===== config.mk =====
export PLATFORM = sky130hd
export DESIGN_NAME = rtc_calendar
export DESIGN_NICKNAME = d
export VERILOG_FILES = /design/src/rtl/rtc_calendar.sv
export SDC_FILE = /design/constraint.sdc
export NUM_CORES = 1
export LEC_CHECK = 0
export ABC_AREA = 1
export BUFFER_PORTS_ARGS = -buffer_cell sky130_fd_sc_hd__buf_4
export CAP_MARGIN = 5
export CORE_MARGIN = 2
export CORE_UTILIZATION = 55
export DETAILED_ROUTE_END_ITERATION = 10
export PLACE_DENSITY = 0.94
export SYNTH_ARGS = -nofsm -noshare
export SYNTH_HDL_FRONTEND = slang
export SYNTH_SLANG_ARGS = --single-unit

===== constraint.sdc =====
create_clock -name clk_50MHz -period 5 [get_ports clk_50MHz]
set_clock_uncertainty 0.2 [all_clocks]
set_input_delay 1 -clock clk_50MHz [delete_from_list [all_inputs] [get_ports clk_50MHz]]
set_output_delay 1 -clock clk_50MHz [all_outputs]
set_load 0.05 [all_outputs]

===== src/rtl/rtc_calendar.sv =====
// BCD time-of-day and Gregorian calendar counter advanced by rising edges of a 1 Hz tick,
// with validated parallel load of all six fields.
module rtc_calendar #(
    parameter logic [15:0] RST_YEAR  = 16'h2000,
    parameter logic [7:0]  RST_MONTH = 8'h01,
    parameter logic [7:0]  RST_DAY   = 8'h01
) (
    input  logic        clk_50MHz,
    input  logic        rst,
    input  logic        tick_1hz,
    input  logic        run,
    input  logic        set_load,
    input  logic [7:0]  set_sec,
    input  logic [7:0]  set_min,
    input  logic [7:0]  set_hour,
    input  logic [7:0]  set_day,
    input  logic [7:0]  set_month,
    input  logic [15:0] set_year,
    output logic [7:0]  sec,
    output logic [7:0]  min,
    output logic [7:0]  hour,
    output logic [7:0]  day,
    output logic [7:0]  month,
    output logic [15:0] year,
    output logic        sec_pulse,
    output logic        day_pulse,
    output logic        set_err
);

    function automatic logic [7:0] bcd_inc8(input logic [7:0] v);
        if (v[3:0] == 4'd9) return {v[7:4] + 4'd1, 4'd0};
        else                return {v[7:4], v[3:0] + 4'd1};
    endfunction

    function automatic logic [15:0] bcd_inc16(input logic [15:0] v);
        if (v[7:0] == 8'h99) begin
            if (v[15:8] == 8'h99) return 16'h0000;
            else                  return {bcd_inc8(v[15:8]), 8'h00};
        end
        return {v[15:8], bcd_inc8(v[7:0])};
    endfunction

    function automatic logic digits_ok8(input logic [7:0] v);
        return (v[7:4] <= 4'd9) && (v[3:0] <= 4'd9);
    endfunction

    // A BCD byte is a multiple of 4 when (even tens, units 0/4/8) or (odd tens, units 2/6).
    function automatic logic bcd_div4(input logic [7:0] v);
        if (v[4]) return (v[3:0] == 4'd2) || (v[3:0] == 4'd6);
        else      return (v[3:0] == 4'd0) || (v[3:0] == 4'd4) || (v[3:0] == 4'd8);
    endfunction

    function automatic logic is_leap(input logic [15:0] y);
        if (y[7:0] != 8'h00) return bcd_div4(y[7:0]);
        else                 return bcd_div4(y[15:8]);
    endfunction

    // Returns 00 for an out-of-range month so any day check against it fails.
    function automatic logic [7:0] days_in_month(input logic [7:0] m, input logic [15:0] y);
        case (m)
            8'h01, 8'h03, 8'h05, 8'h07, 8'h08, 8'h10, 8'h12: return 8'h31;
            8'h04, 8'h06, 8'h09, 8'h11:                      return 8'h30;
            8'h02:   return is_leap(y) ? 8'h29 : 8'h28;
            default: return 8'h00;
        endcase
    endfunction

    logic        r_tick_d;
    logic [7:0]  r_sec, r_min, r_hour, r_day, r_month;
    logic [15:0] r_year;
    logic        r_sec_pulse, r_day_pulse, r_set_err;

    logic        w_adv;
    logic        w_min_carry, w_hour_carry, w_day_carry, w_month_carry, w_year_carry;
    logic [7:0]  w_sec_next, w_min_next, w_hour_next, w_day_next, w_month_next;
    logic [15:0] w_year_next;
    logic        w_load_ok;

    assign w_adv = tick_1hz & ~r_tick_d & run;

    always_comb begin
        w_min_carry   = (r_sec == 8'h59);
        w_hour_carry  = w_min_carry  && (r_min == 8'h59);
        w_day_carry   = w_hour_carry && (r_hour == 8'h23);
        w_month_carry = w_day_carry  && (r_day == days_in_month(r_month, r_year));
        w_year_carry  = w_month_carry && (r_month == 8'h12);

        w_sec_next   = w_min_carry ? 8'h00 : bcd_inc8(r_sec);
        w_min_next   = r_min;
        w_hour_next  = r_hour;
        w_day_next   = r_day;
        w_month_next = r_month;
        w_year_next  = r_year;
        if (w_min_carry)   w_min_next   = (r_min == 8'h59)   ? 8'h00 : bcd_inc8(r_min);
        if (w_hour_carry)  w_hour_next  = (r_hour == 8'h23)  ? 8'h00 : bcd_inc8(r_hour);
        if (w_day_carry)   w_day_next   = w_month_carry      ? 8'h01 : bcd_inc8(r_day);
        if (w_month_carry) w_month_next = (r_month == 8'h12) ? 8'h01 : bcd_inc8(r_month);
        if (w_year_carry)  w_year_next  = bcd_inc16(r_year);
    end

    // Digit validity is checked first so the BCD magnitude compares below are meaningful.
    always_comb begin
        w_load_ok = digits_ok8(set_sec) && digits_ok8(set_min) && digits_ok8(set_hour)
                 && digits_ok8(set_day) && digits_ok8(set_month)
                 && digits_ok8(set_year[15:8]) && digits_ok8(set_year[7:0])
                 && (set_sec <= 8'h59) && (set_min <= 8'h59) && (set_hour <= 8'h23)
                 && (set_month >= 8'h01) && (set_month <= 8'h12)
                 && (set_day >= 8'h01)
                 && (set_day <= days_in_month(set_month, set_year));
    end

    always_ff @(posedge clk_50MHz or posedge rst) begin
        if (rst) begin
            r_tick_d    <= 1'b0;
            r_sec       <= 8'h00;
            r_min       <= 8'h00;
            r_hour      <= 8'h00;
            r_day       <= RST_DAY;
            r_month     <= RST_MONTH;
            r_year      <= RST_YEAR;
            r_sec_pulse <= 1'b0;
            r_day_pulse <= 1'b0;
            r_set_err   <= 1'b0;
        end else begin
            r_tick_d    <= tick_1hz;
            r_sec_pulse <= 1'b0;
            r_day_pulse <= 1'b0;
            r_set_err   <= 1'b0;
            // A load, accepted or not, swallows any tick edge in the same cycle.
            if (set_load) begin
                if (w_load_ok) begin
                    r_sec   <= set_sec;
                    r_min   <= set_min;
                    r_hour  <= set_hour;
                    r_day   <= set_day;
                    r_month <= set_month;
                    r_year  <= set_year;
                end else begin
                    r_set_err <= 1'b1;
                end
            end else if (w_adv) begin
                r_sec       <= w_sec_next;
                r_min       <= w_min_next;
                r_hour      <= w_hour_next;
                r_day       <= w_day_next;
                r_month     <= w_month_next;
                r_year      <= w_year_next;
                r_sec_pulse <= 1'b1;
                r_day_pulse <= w_day_carry;
            end
        end
    end

    assign sec       = r_sec;
    assign min       = r_min;
    assign hour      = r_hour;
    assign day       = r_day;
    assign month     = r_month;
    assign year      = r_year;
    assign sec_pulse = r_sec_pulse;
    assign day_pulse = r_day_pulse;
    assign set_err   = r_set_err;

endmodule


After elaboration in Yosys (flattened, before gate mapping) --
Cells that the tools add are included. Widths: inputs -> output; s select.
Storage, ports and cells: bits in registers 60, input port bits 61, output and inout port bits 59
Operators by class: mux-type cells 58, $lt $le $gt $ge 21, equal/unequal tests 55, bitwise operators 3, reduce and logical (&&, ||, !) cells 73, $add $sub $neg 14
Operator list (count):
- $mux 8 | 31
- $mux 16 | 7
- $eq 8x3->1 const B | 8
- $add 4x1->4 const B | 14
- $le 4x4->1 const B | 14
- $eq 8x5->1 const B | 6
- $eq 4x4->1 const B | 11
- $pmux 6 s3 | 2
- $eq 4x3->1 const B | 8
- $eq 8x2->1 const B | 4
- $eq 8x4->1 const B | 4
- $logic_and 1x1->1 | 24
- $reduce_and 4->1 | 6
- $mux 1 | 18
- $reduce_and 3->1 | 6
- $reduce_bool 3->1 | 6
- $eq 4x2->1 const B | 4
- $eq 8x1->1 const B | 2
- $eq 8x7->1 const B | 2
- $eq 8x8->1 const B | 2
- $ge 8x1->1 const B | 2
- $le 8x7->1 const B | 2
- $logic_not 4->1 | 4
- $reduce_bool 8->1 | 2
- other kinds (15) | 35

Logic depth before layout (Yosys ltp) --
word-level depth 17, depth in mapped cells 19, mapped depth without buffers 18

Worst setup path after synthesis --
No wires, ideal clock.
path kind in2reg, start point input set_month[6], end point register r_month[1], in the netlist month[1], setup slack 1.617 ns, required time 4.683 ns, data arrival time 3.066 ns, cell stages on the path 16, path through nor2_2 nand2_1 nor2_1 nand2_1 o21ai_0 nor3b_1 ha_1 a211oi_1 nand2_1 nand2_1 nand4_2 o21ai_2 buf_6 nand2_2 o21ai_1 inv_1
On the way: longest elaborated chain between the ends 14, elaborated cells on any way between the ends 32, classes of those cells order compare (4); eq/ne (13); mux (1); reduce/logical (14)
RTL lines:
- start: declaration | RTL line 17 | input logic [7:0] set_month,
- branches (longest 11 deep; another with $le 8x8->1)
- $logic_and 1x1->1 * | RTL line 109 | && (set_day <= days_in_month(set_month, set_year));
- $ne 2x1->1 (no source line) *
- $reduce_and 3->1 (no source line) *
- end signal: assignment | RTL line 136 | r_month <= set_month;
- end signal: assignment | RTL line 146 | r_month <= w_month_next;
- end: declaration | RTL line 69 | logic [7:0] r_sec, r_min, r_hour, r_day, r_month;
Mark *: on every way between the ends. A chain may end at the register's enable or synchronous reset.

Worst setup path in the final report --
start point input set_month[6], end point register r_month[2], in the netlist month[2]
Same word-level chain as after synthesis.

==> results.md <==
* CTS tree: done
* Post-Syn Area at around 5000 um^2
* Crit-path max FO at 11
* Worst R2R End: month[2]
* Crit Path Class: in -> reg
* Fillers at 707
* Root Driver: clkbuf_8
* Tmin final at about 3.8 ns
* Worst min-delay path class: reg -> reg
* Sum Neg Setup Slack at 0 ns
* Die area at 9880 um^2
* Required @ worst endpoint at 5.05 ns
* Net Switching at about 890 uW
* Power density cells at 327 nW/um^2
* Clk pwr share at about a quarter
* Unrepaired setup endpoints after global routing: no
* Placed cell count at 956
* Vias per Instance at 5.72
* Final Instance Area at between 6000 and 7000 um^2
* Setup slack after layout at 1.21 ns
* DR iter-0 viols at between 400 and 500
* GPL Wtd Cong at 0.980
* Avg Cell Area, Syn at 6.77 um^2
* Clock transition at path regs at ~0.070 ns
* CP delay by family, top: simple AND/OR/NAND/NOR gates
* Reg2reg setup slack at around 2.3 ns
* Critical path buffer and inverter count at 2
* Routed WL at 14.7 mm
* H-tree depth at 3
* Row count at 34
* I/O pins at 120
* DRT Pass-1 Iters at 7
* Crit path cell chain: buf_4 -> nor2_2 -> nand2_1 -> nor2_1 -> nand3_1 -> o31ai_1 -> nor3b_1 -> ha_1 -> a211oi_1 -> nand2_1 -> nand2_1 -> nand4_2 -> o21ai_2 -> nand2_2 -> o21ai_1 -> inv_1
* Routed wire per std cell at 15.1 um
* Clock Latency Late Sink at 0.36 ns
* Combinational power share at between 40% and 50%
* #FFs+latches synth at 60
* Final setup fails at 0
* Max incr delay on CP at 0.42 ns
* Final nets at 947
* IO buf count at 119
* Most common cell after layout, fill and taps aside: nand2_1
* Core Region at between 8000 and 9000 um^2
* Chip width at 99.4 um
* Final hold violation count at 0
* Slowest CP cell: o21ai_2
* Endpoint, Worst Hold: year[13]
* Largest net degree at the start of global routing at between 50 and 60
* Worst slack, placed at between 0.9 and 1 ns
* DRC at 0
* # diodes at 0
* Dominant synthesized flop cell: dfrtp_1
* Max VDD drop at between 0.15 and 0.2 mV
* Layout cells sized above 1 at a little over 20%
* Syn_nets at a little over 800
* Hold_buf cts at 0
* Setup bufs post-CTS at 0
* DIE HEIGHT at between 90 and 100 um
* Relative slew slack at between 40% and 50%
* Gr ovfl total at 0
* Register area at around 1500 um^2
* Register area share after synthesis at a little under a third
* Status: finished clean
* Leakage at between 0.003 and 0.004 uW
* Vias in the first global route at 5066
* CP Capture Type: flip-flop
* Area of the multi-input gates at 3030 um^2
* Post-synthesis cell type count at 48
* Final Max Tran Viols at 0
* Initial core utilization at 57.1%
* Area after DPL at around 6000 um^2
* Number of flops mapped to enable cells by yosys at 0
* Async S/R FF share, synth at 100%
* Final antenna-violating net count at 0
* Fin cells at 972
* Cts repair resizes at 0
* Data arrival, critical path at 3.84 ns
* Flop pwr share at ~33%
* Internal power at roughly 1100 uW
* Initial antenna violation count at 0
* Reg2Reg Launch Point: min[1]
* Period utilization at 75.7%
* Commonest non-fill, non-tap cells in the layout: nand2_1 (188), buf_4 (122), inv_1 (100), nor2_1 (77), dfrtp_1 (57)
* Vias at 5560
* Startpoint types: input pin
* Total track usage at 29.8%
* Synth warn at 0
* Hold Path Depth at 2
* Max Cap Viol at 0
* Num Clock Sinks at 60
* Most frequent cell on the critical path: nand2_1
* Sw frac at 43.6%
* Worst Max-Slew Pin Slew at 0.828 ns
* Total CTS buffers at 9
* FMAX at about 0.26 GHz
* Hpwl dp at 11.0 mm
* Worst Min Path Start: year[13]
* Worst r2r path cells at 13
* Gate Count Post-Synth at approximately 740
* Area delta synth->final at 24.4%
* First-pass GRT wire length at 23.7 mm
* Max Root-Sink Buffers at 2
## flip-flops by register name, indices dropped and copies added (netlist names)
name and flops:
day 8, day_pulse 1, hour 8, min 8, month 8, r_tick_d 1, sec 8, sec_pulse 1
set_err 1, year 16
## synthesized netlist by cell type (2+ instances only)
cell        n  area, um^2
nand2_1   188         706
inv_1     101         379
nor2_1     77         289
dfrtp_1    57        1430
o21ai_0    51         255
nand3_1    45         225
ha_1       27         338
a21oi_1    24         120
nand4_1    20         125
o21ai_1    15        75.1
xor2_1     13         114
o22ai_1    12        75.1
xnor2_1    10        87.6
clkbuf_1    9        33.8
nor3_1      9        45.0
o31ai_1     9        67.6
nor2_2      8        50.1
a31oi_1     7        43.8
inv_2       6        22.5
nand2_2     4        25.0
nand4_2     4        50.1
dfstp_2     3        78.8
nand2_4     3        33.8
nand3_4     3        52.6
nand3b_1    3        22.5
a21boi_0    2        15.0
a21oi_2     2        17.5
a22oi_1     2        15.0
buf_4       2        15.0
nor2_4      2        22.5
nor3b_1     2        15.0
o211ai_1    2        15.0
or2_2       2        12.5
## worst max path at each step
stage          slack (ns)  cells past startpoint  endpoint         start
6_report             1.21                     16  month[2]  set_month[6]
3_3_place_gp         1.11                     16  month[2]  set_month[6]
2_1_floorplan        1.62                     16  month[1]  set_month[6]
3_5_place_dp         0.95                     16  month[2]  set_month[6]
5_1_grt              0.92                     16  month[1]  set_month[6]
4_1_cts              1.28                     16  year[10]  set_month[6]
## cells by family (layout without fill, tap and decap cells)
logic type                 Yosys count  in the layout  share of synthesized area [%]
and+or+nand+nor                    374            374                           34.3
AOI/OAI and AO/OA                  134            134                           15.5
buffers and inverters              121            246                           9.40
DFF                                 60             60                           30.1
adders and majority gates           27             27                           6.75
xor gates and xnor gates            23             23                           4.02
## power by group through the flow
stage / logic (uW) / registers (uW) / clock network (uW)
floorplan: 322 / 909 / 0
global placement: 802 / 679 / 0
detailed placement: 823 / 681 / 0
CTS: 829 / 674 / 525
global route: 897 / 692 / 546
finish: 834 / 679 / 525
## stage by stage
stage / utilization (%) / hold WS, ns / total power (uW)
after detailed placement: 68.4 / 0.289 / 1500
after floorplan: - / 0.334 / 1230
after global placement: 68.4 / 0.285 / 1480
final: 71.1 / 0.302 / 2040
after global routing: 71.1 / 0.328 / 2130
after CTS: 71.1 / 0.300 / 2030
## routing by layer
metal / GRT usage, % / up-vias / routed length (um)
li1: - / 2666 / -
met1: 39.1 / 2537 / 5900
met2: 49.5 / 316 / 7000
met3: 4.92 / 41 / 1380
met4: 11.6 / 0 / 410
met5: 0 / - / 0
## final cells by class
class,instances,share of cell area (%)
clock buffers,13,2.71
clock inverters,3,1.08
inverters,108,6.51
multi-input cells,558,48.7
flip-flops and latches,60,24.2
well taps,108,2.17
repair buffers,122,14.7
## worst register-to-register path, cell delays in order, from the launching register on
cell and delay (ns):
dfrtp_1 0.42, inv_1 0.10, ha_1 0.14, nand3_1 0.09, nor2_1 0.25, nand2_1 0.15
nor3_1 0.17, nand3_1 0.18, nor2_4 0.16, nand3_4 0.15, nand2_4 0.20, nand2_2 0.15
o21ai_1 0.18, inv_1 0.05
Power figures use the tool's default switching activity.
